File: config.mk
export PLATFORM = sky130hd
export DESIGN_NAME = ifs1p3_deser_align_flat
export DESIGN_NICKNAME = d
export VERILOG_FILES = /design/src/rtl/ifs1p3_deser_align_if.sv /design/src/rtl/ifs1p3_deser_align.sv /design/src/flat_wrapper.sv
export SDC_FILE = /design/constraint.sdc
export NUM_CORES = 1
export LEC_CHECK = 0
export CORE_AREA = 3 3 61 63
export DETAILED_ROUTE_END_ITERATION = 10
export DIE_AREA = 0 0 64 66
export GPL_TIMING_DRIVEN = 0
export SYNTH_ARGS = -nofsm -noshare
export SYNTH_HDL_FRONTEND = slang
export SYNTH_SLANG_ARGS = --single-unit
File: constraint.sdc
create_clock -name SCLK -period 4 [get_ports SCLK]
set_clock_uncertainty 0.15 [all_clocks]
set_input_delay 0.8 -clock SCLK [delete_from_list [all_inputs] [get_ports SCLK]]
set_output_delay 0.8 -clock SCLK [all_outputs]
set_load 0.05 [all_outputs]
File: src/rtl/ifs1p3_deser_align_if.sv
// Bus bundle for the serial-in / parallel-out receive aligner.
// The pad side drives D/SP/ALIGN_REQ; the aligner returns the word and status.
interface ifs1p3_deser_align_if #(
  parameter int unsigned WIDTH = 8
);
  localparam int unsigned SCW = $clog2(WIDTH);

  logic             D;
  logic             SP;
  logic             ALIGN_REQ;
  logic [WIDTH-1:0] Q;
  logic             QVALID;
  logic             LOCKED;
  logic             ERR;
  logic [SCW-1:0]   SLIP_CNT;

  modport master (
    output D, SP, ALIGN_REQ,
    input  Q, QVALID, LOCKED, ERR, SLIP_CNT
  );

  modport slave (
    input  D, SP, ALIGN_REQ,
    output Q, QVALID, LOCKED, ERR, SLIP_CNT
  );
endinterface

File: src/rtl/ifs1p3_deser_align.sv
// Serial-to-parallel receive aligner: MSB-first deserialiser that bit-slips its
// word boundary until ALIGN_PAT is seen LOCK_CNT times in a row.
module ifs1p3_deser_align #(
  parameter int unsigned      WIDTH     = 8,
  parameter logic [WIDTH-1:0] ALIGN_PAT = 8'hA5,
  parameter int unsigned      LOCK_CNT  = 4,
  parameter                   GSR       = "ENABLED"
) (
  input  logic                 SCLK,
  input  logic                 SRN,
  ifs1p3_deser_align_if.slave  bus
);
  localparam int unsigned SCW = $clog2(WIDTH);
  localparam int unsigned MCW = $clog2(LOCK_CNT + 1);
  localparam bit          GSR_EN = (GSR == "ENABLED");

  localparam logic [1:0] ST_IDLE    = 2'd0;
  localparam logic [1:0] ST_HUNT    = 2'd1;
  localparam logic [1:0] ST_CONFIRM = 2'd2;
  localparam logic [1:0] ST_LOCKED  = 2'd3;

  // The device global set/reset net is inactive (high) outside the device library.
  logic gsr_net_s;
  logic rst_n_s;
  assign gsr_net_s = 1'b1;
  assign rst_n_s   = GSR_EN ? (SRN & gsr_net_s) : SRN;

  logic [WIDTH-2:0] sr_q, sr_d;
  logic [SCW-1:0]   bc_q, bc_d;
  logic [MCW-1:0]   mc_q, mc_d;
  logic [SCW-1:0]   slip_cnt_q, slip_cnt_d;
  logic             slip_pend_q, slip_pend_d;
  logic             err_q, err_d;
  logic [WIDTH-1:0] q_q, q_d;
  logic             qvalid_q, qvalid_d;
  logic             locked_q, locked_d;
  logic [1:0]       state_q, state_d;

  logic [WIDTH-1:0] word_s;
  logic             done_s;
  logic             match_s;
  logic             do_slip_s;
  logic [MCW-1:0]   mc_inc_s;

  // Next-state logic: shift/count, word completion, alignment FSM and slip bookkeeping.
  always_comb begin
    sr_d        = sr_q;
    bc_d        = bc_q;
    mc_d        = mc_q;
    slip_cnt_d  = slip_cnt_q;
    slip_pend_d = slip_pend_q;
    err_d       = err_q;
    q_d         = q_q;
    qvalid_d    = 1'b0;
    state_d     = state_q;
    do_slip_s   = 1'b0;
    word_s      = {sr_q, bus.D};
    match_s     = (word_s == ALIGN_PAT);
    mc_inc_s    = mc_q + MCW'(1);
    done_s      = bus.SP && !slip_pend_q && (bc_q == SCW'(WIDTH - 1));

    // A pending slip consumes one extra beat with the bit counter parked at 0.
    if (bus.SP) begin
      sr_d = word_s[WIDTH-2:0];
      if (slip_pend_q) begin
        bc_d        = '0;
        slip_pend_d = 1'b0;
      end else if (done_s) begin
        bc_d = '0;
      end else begin
        bc_d = bc_q + SCW'(1);
      end
    end else begin
      sr_d = sr_q;
    end

    if (bus.ALIGN_REQ) begin
      state_d    = ST_HUNT;
      slip_cnt_d = '0;
      mc_d       = '0;
      err_d      = 1'b0;
      if (done_s) begin
        q_d = word_s;
      end else begin
        q_d = q_q;
      end
    end else if (done_s) begin
      q_d = word_s;
      case (state_q)
        ST_IDLE:   qvalid_d = 1'b1;
        ST_LOCKED: qvalid_d = 1'b1;
        ST_HUNT: begin
          if (match_s) begin
            mc_d    = MCW'(1);
            state_d = (LOCK_CNT == 1) ? ST_LOCKED : ST_CONFIRM;
          end else begin
            do_slip_s = 1'b1;
          end
        end
        ST_CONFIRM: begin
          if (match_s) begin
            mc_d    = mc_inc_s;
            state_d = (mc_inc_s == MCW'(LOCK_CNT)) ? ST_LOCKED : ST_CONFIRM;
          end else begin
            mc_d      = '0;
            state_d   = ST_HUNT;
            do_slip_s = 1'b1;
          end
        end
        default: state_d = ST_IDLE;
      endcase
    end else begin
      state_d = state_q;
    end

    // SLIP_CNT wraps modulo WIDTH; a full lap without a match is an error.
    if (do_slip_s) begin
      slip_pend_d = 1'b1;
      if (slip_cnt_q == SCW'(WIDTH - 1)) begin
        slip_cnt_d = '0;
        err_d      = 1'b1;
      end else begin
        slip_cnt_d = slip_cnt_q + SCW'(1);
      end
    end else begin
      slip_pend_d = slip_pend_d;
    end

    locked_d = (state_d == ST_LOCKED);
  end

  // State and output registers.
  always_ff @(posedge SCLK or negedge rst_n_s) begin
    if (!rst_n_s) begin
      sr_q        <= '0;
      bc_q        <= '0;
      mc_q        <= '0;
      slip_cnt_q  <= '0;
      slip_pend_q <= 1'b0;
      err_q       <= 1'b0;
      q_q         <= '0;
      qvalid_q    <= 1'b0;
      locked_q    <= 1'b0;
      state_q     <= ST_IDLE;
    end else begin
      sr_q        <= sr_d;
      bc_q        <= bc_d;
      mc_q        <= mc_d;
      slip_cnt_q  <= slip_cnt_d;
      slip_pend_q <= slip_pend_d;
      err_q       <= err_d;
      q_q         <= q_d;
      qvalid_q    <= qvalid_d;
      locked_q    <= locked_d;
      state_q     <= state_d;
    end
  end

  assign bus.Q        = q_q;
  assign bus.QVALID   = qvalid_q;
  assign bus.LOCKED   = locked_q;
  assign bus.ERR      = err_q;
  assign bus.SLIP_CNT = slip_cnt_q;
endmodule

File: src/flat_wrapper.sv
// flat-port wrapper written by rule: the top's interface ports become plain ports
module ifs1p3_deser_align_flat 
#(
  parameter int unsigned      WIDTH     = 8,
  parameter logic [WIDTH-1:0] ALIGN_PAT = 8'hA5,
  parameter int unsigned      LOCK_CNT  = 4,
  parameter                   GSR       = "       "
)
  (SCLK, SRN, bus_D, bus_SP, bus_ALIGN_REQ, bus_Q, bus_QVALID, bus_LOCKED, bus_ERR, bus_SLIP_CNT);
  ifs1p3_deser_align_if #(.WIDTH(WIDTH)) bus_i ();
  input  logic SCLK;
  input  logic SRN;
  input wire logic [$bits(bus_i.D)-1:0] bus_D;
  input wire logic [$bits(bus_i.SP)-1:0] bus_SP;
  input wire logic [$bits(bus_i.ALIGN_REQ)-1:0] bus_ALIGN_REQ;
  output wire logic [$bits(bus_i.Q)-1:0] bus_Q;
  output wire logic [$bits(bus_i.QVALID)-1:0] bus_QVALID;
  output wire logic [$bits(bus_i.LOCKED)-1:0] bus_LOCKED;
  output wire logic [$bits(bus_i.ERR)-1:0] bus_ERR;
  output wire logic [$bits(bus_i.SLIP_CNT)-1:0] bus_SLIP_CNT;
  assign bus_i.D = bus_D;
  assign bus_i.SP = bus_SP;
  assign bus_i.ALIGN_REQ = bus_ALIGN_REQ;
  assign bus_Q = bus_i.Q;
  assign bus_QVALID = bus_i.QVALID;
  assign bus_LOCKED = bus_i.LOCKED;
  assign bus_ERR = bus_i.ERR;
  assign bus_SLIP_CNT = bus_i.SLIP_CNT;
  ifs1p3_deser_align #(.WIDTH(WIDTH), .ALIGN_PAT(ALIGN_PAT), .LOCK_CNT(LOCK_CNT), .GSR(GSR)) u_core (.SCLK(SCLK), .SRN(SRN), .bus(bus_i));
endmodule
==> impl_table.tex <==
\begin{tabular}{lr}
\hline
Metric & Value \\
\hline
\multicolumn{2}{l}{\textbf{Outcome}} \\
\quad Status & complete, no violations \\
\multicolumn{2}{l}{\textbf{Finish}} \\
\quad \# diodes & 0 \\
\quad Fraction of final layout cells with drive strength greater than 1 & 16.03\% \\
\quad Relative area change from synthesis to final layout & 19.03\% \\
\quad Final cell utilization of the core & 51.47\% \\
\quad Post-layout net count & 169 \\
\multicolumn{2}{l}{\textbf{STA}} \\
\quad Minimum hold slack & 0.3318 ns \\
\quad Number of slew-limit violations in the final report & 0 \\
\quad Period utilisation layout & 62.42\% \\
\quad Setup repair after global routing missed its margin & false \\
\quad Final Setup Violations & 0 \\
\quad Pin slew with the least headroom to its limit & 0.6423 ns \\
\quad Max Clk Rate & 400.5 MHz \\
\quad Final hold viol count & 0 \\
\quad Final critical path time including I/O delays and setup & 2.497 ns \\
\quad Summed negative setup slack over all endpoints & 0 ns \\
\quad Relative max-transition margin & 57.18\% \\
\multicolumn{2}{l}{\textbf{GRT}} \\
\quad Number of antenna violations at the first check in global routing & 0 \\
\quad Via count of the first global-routing pass & 1045 \\
\quad Total global routing track utilization & 15.02\% \\
\quad Maximum number of pins on one net before global-route repair & 31 \\
\quad Overall overflow remaining after global route & 0 \\
\quad Global-route wire length before repair & 4.802 mm \\
\multicolumn{2}{l}{\textbf{Die}} \\
\quad Row cnt & 21 \\
\quad Initial Util & 43.24\% \\
\quad Number of placed I/O pins & 19 \\
\quad DIE AREA & 4224 um\^{}2 \\
\quad Core area & 3284 um\^{}2 \\
\quad Die H & 66 um \\
\quad X dimension of the die & 64 um \\
\multicolumn{2}{l}{\textbf{Synth}} \\
\quad Yosys warnings & 0 \\
\quad Net count after synthesis & 145 \\
\quad Number of distinct library cell variants in the gate-level netlist after synthesis & 35 \\
\quad Number of flip-flops and latches in the synthesized netlist & 30 \\
\quad Total standard cell area after synthesis & 1420 um\^{}2 \\
\quad Post-synthesis area per instance & 10.76 um\^{}2 \\
\quad Sequential cell area fraction in the yosys report & 52.86\% \\
\quad Instance count of the mapped netlist & 132 \\
\multicolumn{2}{l}{\textbf{Worst setup path}} \\
\quad Worst path arrival time & 1.55 ns \\
\quad Number of buffer and inverter instances along the worst setup path & 1 \\
\quad Critical path, cell by cell & clkdlybuf4s50\_1 \\
\quad Worst EP required & 3.05 ns \\
\quad Launch point of the critical path & u\_core.bus.SLIP\_CNT[0] \\
\quad Critical path startpoint category & register \\
\quad Top fanout value on the critical path & 4 \\
\quad Cell with the largest stage delay on the worst path & clkdlybuf4s50\_1 \\
\quad Family with the most delay on the worst path & buffers and inverters \\
\quad Delay of the slowest critical-path stage & 0.82 ns \\
\quad Kind of end point of the critical path & primary output \\
\quad WS Path Type & reg -> out \\
\quad Beginning of the worst register-to-register path & u\_core.state\_q[0] \\
\multicolumn{2}{l}{\textbf{Detailed routing}} \\
\quad Total iterations of the first detailed-routing run & 3 \\
\quad Via-to-Cell Ratio & 5.094 \\
\quad DRC Markers & 0 \\
\quad Antenna Nets Post-Route & 0 \\
\quad Detailed-route via count & 1029 \\
\quad Drt total wl & 2.729 mm \\
\quad Routed wirelength normalized by instance count & 13.51 um \\
\quad Number of design-rule violations left by the first detailed-router iteration & 50 \\
\multicolumn{2}{l}{\textbf{Clock network}} \\
\quad H-tree levels & 2 \\
\quad Number of buffers created by CTS & 5 \\
\quad Number of hold buffers added after cts & 0 \\
\quad Number of setup buffers added after CTS & 0 \\
\quad Later-pin clock latency in the skew report & 0.33 ns \\
\quad Maximum buffer depth of the clock tree & 2 \\
\quad Clk sinks & 30 \\
\quad Clk pin slew, worst setup/hold paths & 0.10 ns \\
\quad Buffer type at the clock tree root & clkbuf\_4 \\
\quad Post-cts resize count & 0 \\
\quad Clock tree from TritonCTS & yes \\
\multicolumn{2}{l}{\textbf{Pwr}} \\
\quad Power Dens Cells & 550.2 nW/um\^{}2 \\
\quad Worst supply voltage drop on vdd & 265.6 uV \\
\quad Lkg Pwr & 0.7848 nW \\
\multicolumn{2}{l}{\textbf{Placement}} \\
\quad Global placer's final weighted congestion & 0.7718 \\
\quad Post-DP HPWL & 1.951 mm \\
\quad Port buffer count & 17 \\
\multicolumn{2}{l}{\textbf{Flow run}} \\
\quad Max capacitance violation total & 0 \\
\multicolumn{2}{l}{\textbf{Worst hold path}} \\
\quad Origin of the worst min-delay path & u\_core.bus.Q[2] \\
\quad Hold/Removal Path Class & reg -> reg \\
\hline
\end{tabular}
[sequential cells by signal, indices dropped and copies added, names as in the netlist]
register,flops
u_core.bc_q,3
u_core.bus.ERR,1
u_core.bus.LOCKED,1
u_core.bus.Q,8
u_core.bus.QVALID,1
u_core.bus.SLIP_CNT,3
u_core.mc_q,3
u_core.slip_pend_q,1
u_core.sr_q,7
u_core.state_q,2
[worst paths after layout]
kind                                          end  slack, ns  cells past startpoint
min in group asynchronous         u_core.bus.Q[0]       0.34                      1
min reg2reg                       u_core.bus.Q[2]       0.33                      2
min                               u_core.bus.Q[2]       0.33                      2
max in group asynchronous          u_core.sr_q[2]       2.94                      1
max                               bus_SLIP_CNT[0]       1.50                      1
max reg2reg                u_core.bus.SLIP_CNT[2]       1.99                      6
[through the flow]
| stage | instance area [um^2] | power (mW) | instances | setup WS (ns) |
|---|---|---|---|---|
| 2_1_floorplan | 1420 | 0.6558 | 132 | 1.963 |
| 3_3_place_gp | 1648 | 0.7625 | 195 | 1.448 |
| 3_5_place_dp | 1648 | 0.7741 | 195 | 1.442 |
| 4_1_cts | 1695 | 0.9422 | 202 | 1.475 |
| 5_1_grt | 1690 | 0.9919 | 202 | 1.444 |
| 6_report | 1690 | 0.9300 | 202 | 1.503 |
[kinds of logic (layout without fill, tap and decap cells)]
group / after synthesis / after routing / synth area share (%)
AND/OR/NAND/NOR: 52 / 52 / 17.80
flip-flops: 30 / 30 / 52.86
AO/OA/AOI/OAI: 18 / 18 / 9.869
buffers and inverters: 12 / 36 / 3.348
multiplexers: 11 / 11 / 8.458
adder cells (fa/ha/maj): 8 / 8 / 7.049
XOR/XNOR: 1 / 1 / 0.6169
[power by group]
group          total (mW)  leakage (nW)  switching [mW]  internal [mW]
clock network       0.167        0.0308           0.104         0.0631
registers           0.420         0.384          0.0468          0.374
logic               0.343         0.370           0.218          0.124
total               0.930         0.785           0.369          0.561
[routing by layer]
metal	routed length (um)	global-route usage (%)	up-vias
li1	-	-	495
met5	0	0	-
met1	1264	17.88	508
met3	105	5.102	7
met4	57	7.547	0
met2	1302	24.13	19
[synth_stat cells, drive strengths merged]
master	instances	area (um^2)
a21o	1	7.510
clkbuf	3	11.26
nand2	27	101.4
and3	1	6.260
a31o	1	8.760
a21oi	3	15.01
a21boi	1	11.26
and4bb	3	37.54
nand2b	3	18.77
a211o	1	8.760
inv	7	26.28
or2	2	12.52
a311oi	1	8.760
o21ai	2	10.01
and2	1	6.260
o31ai	1	12.51
nor2b	2	12.51
a311o	1	10.01
a2111oi	1	8.760
nor3b	1	7.510
mux2i	3	30.03
ha	8	100.1
mux2	8	90.09
nor2	8	30.03
o22ai	1	6.260
dfrtp	30	750.7
nor3	1	5.000
o211ai	1	7.510
a41oi	1	8.760
xnor2	1	8.760
a22o	1	8.760
a211oi	1	7.510
buf	2	10.01
nand3	3	15.01
[cells in the final DEF (no fill, tap or decap), types with 2 or more instances in the layout]
cell,n
a21oi_1,3
nand3_1,3
buf_2,3
and4bb_2,3
nand2b_1,3
inv_1,7
dfrtp_1,30
clkbuf_4,5
mux2_2,8
clkdlybuf4s50_1,16
clkinv_2,2
nor2_1,8
nor2b_1,2
nand2_1,27
o21ai_0,2
mux2i_1,3
ha_1,8
clkbuf_1,3
[final cells by class]
cell class,instances,area (um^2)
well taps,46,57.56
flip-flops and latches,30,750.7
fillers,299,1594
clock inverters,2,10.01
plain buffers,5,21.27
clock buffers,5,37.54
repair buffers,17,165.2
multi-input cells,90,621.8
inverters,7,26.28
No activity file was read; power rests on OpenSTA's default activity.
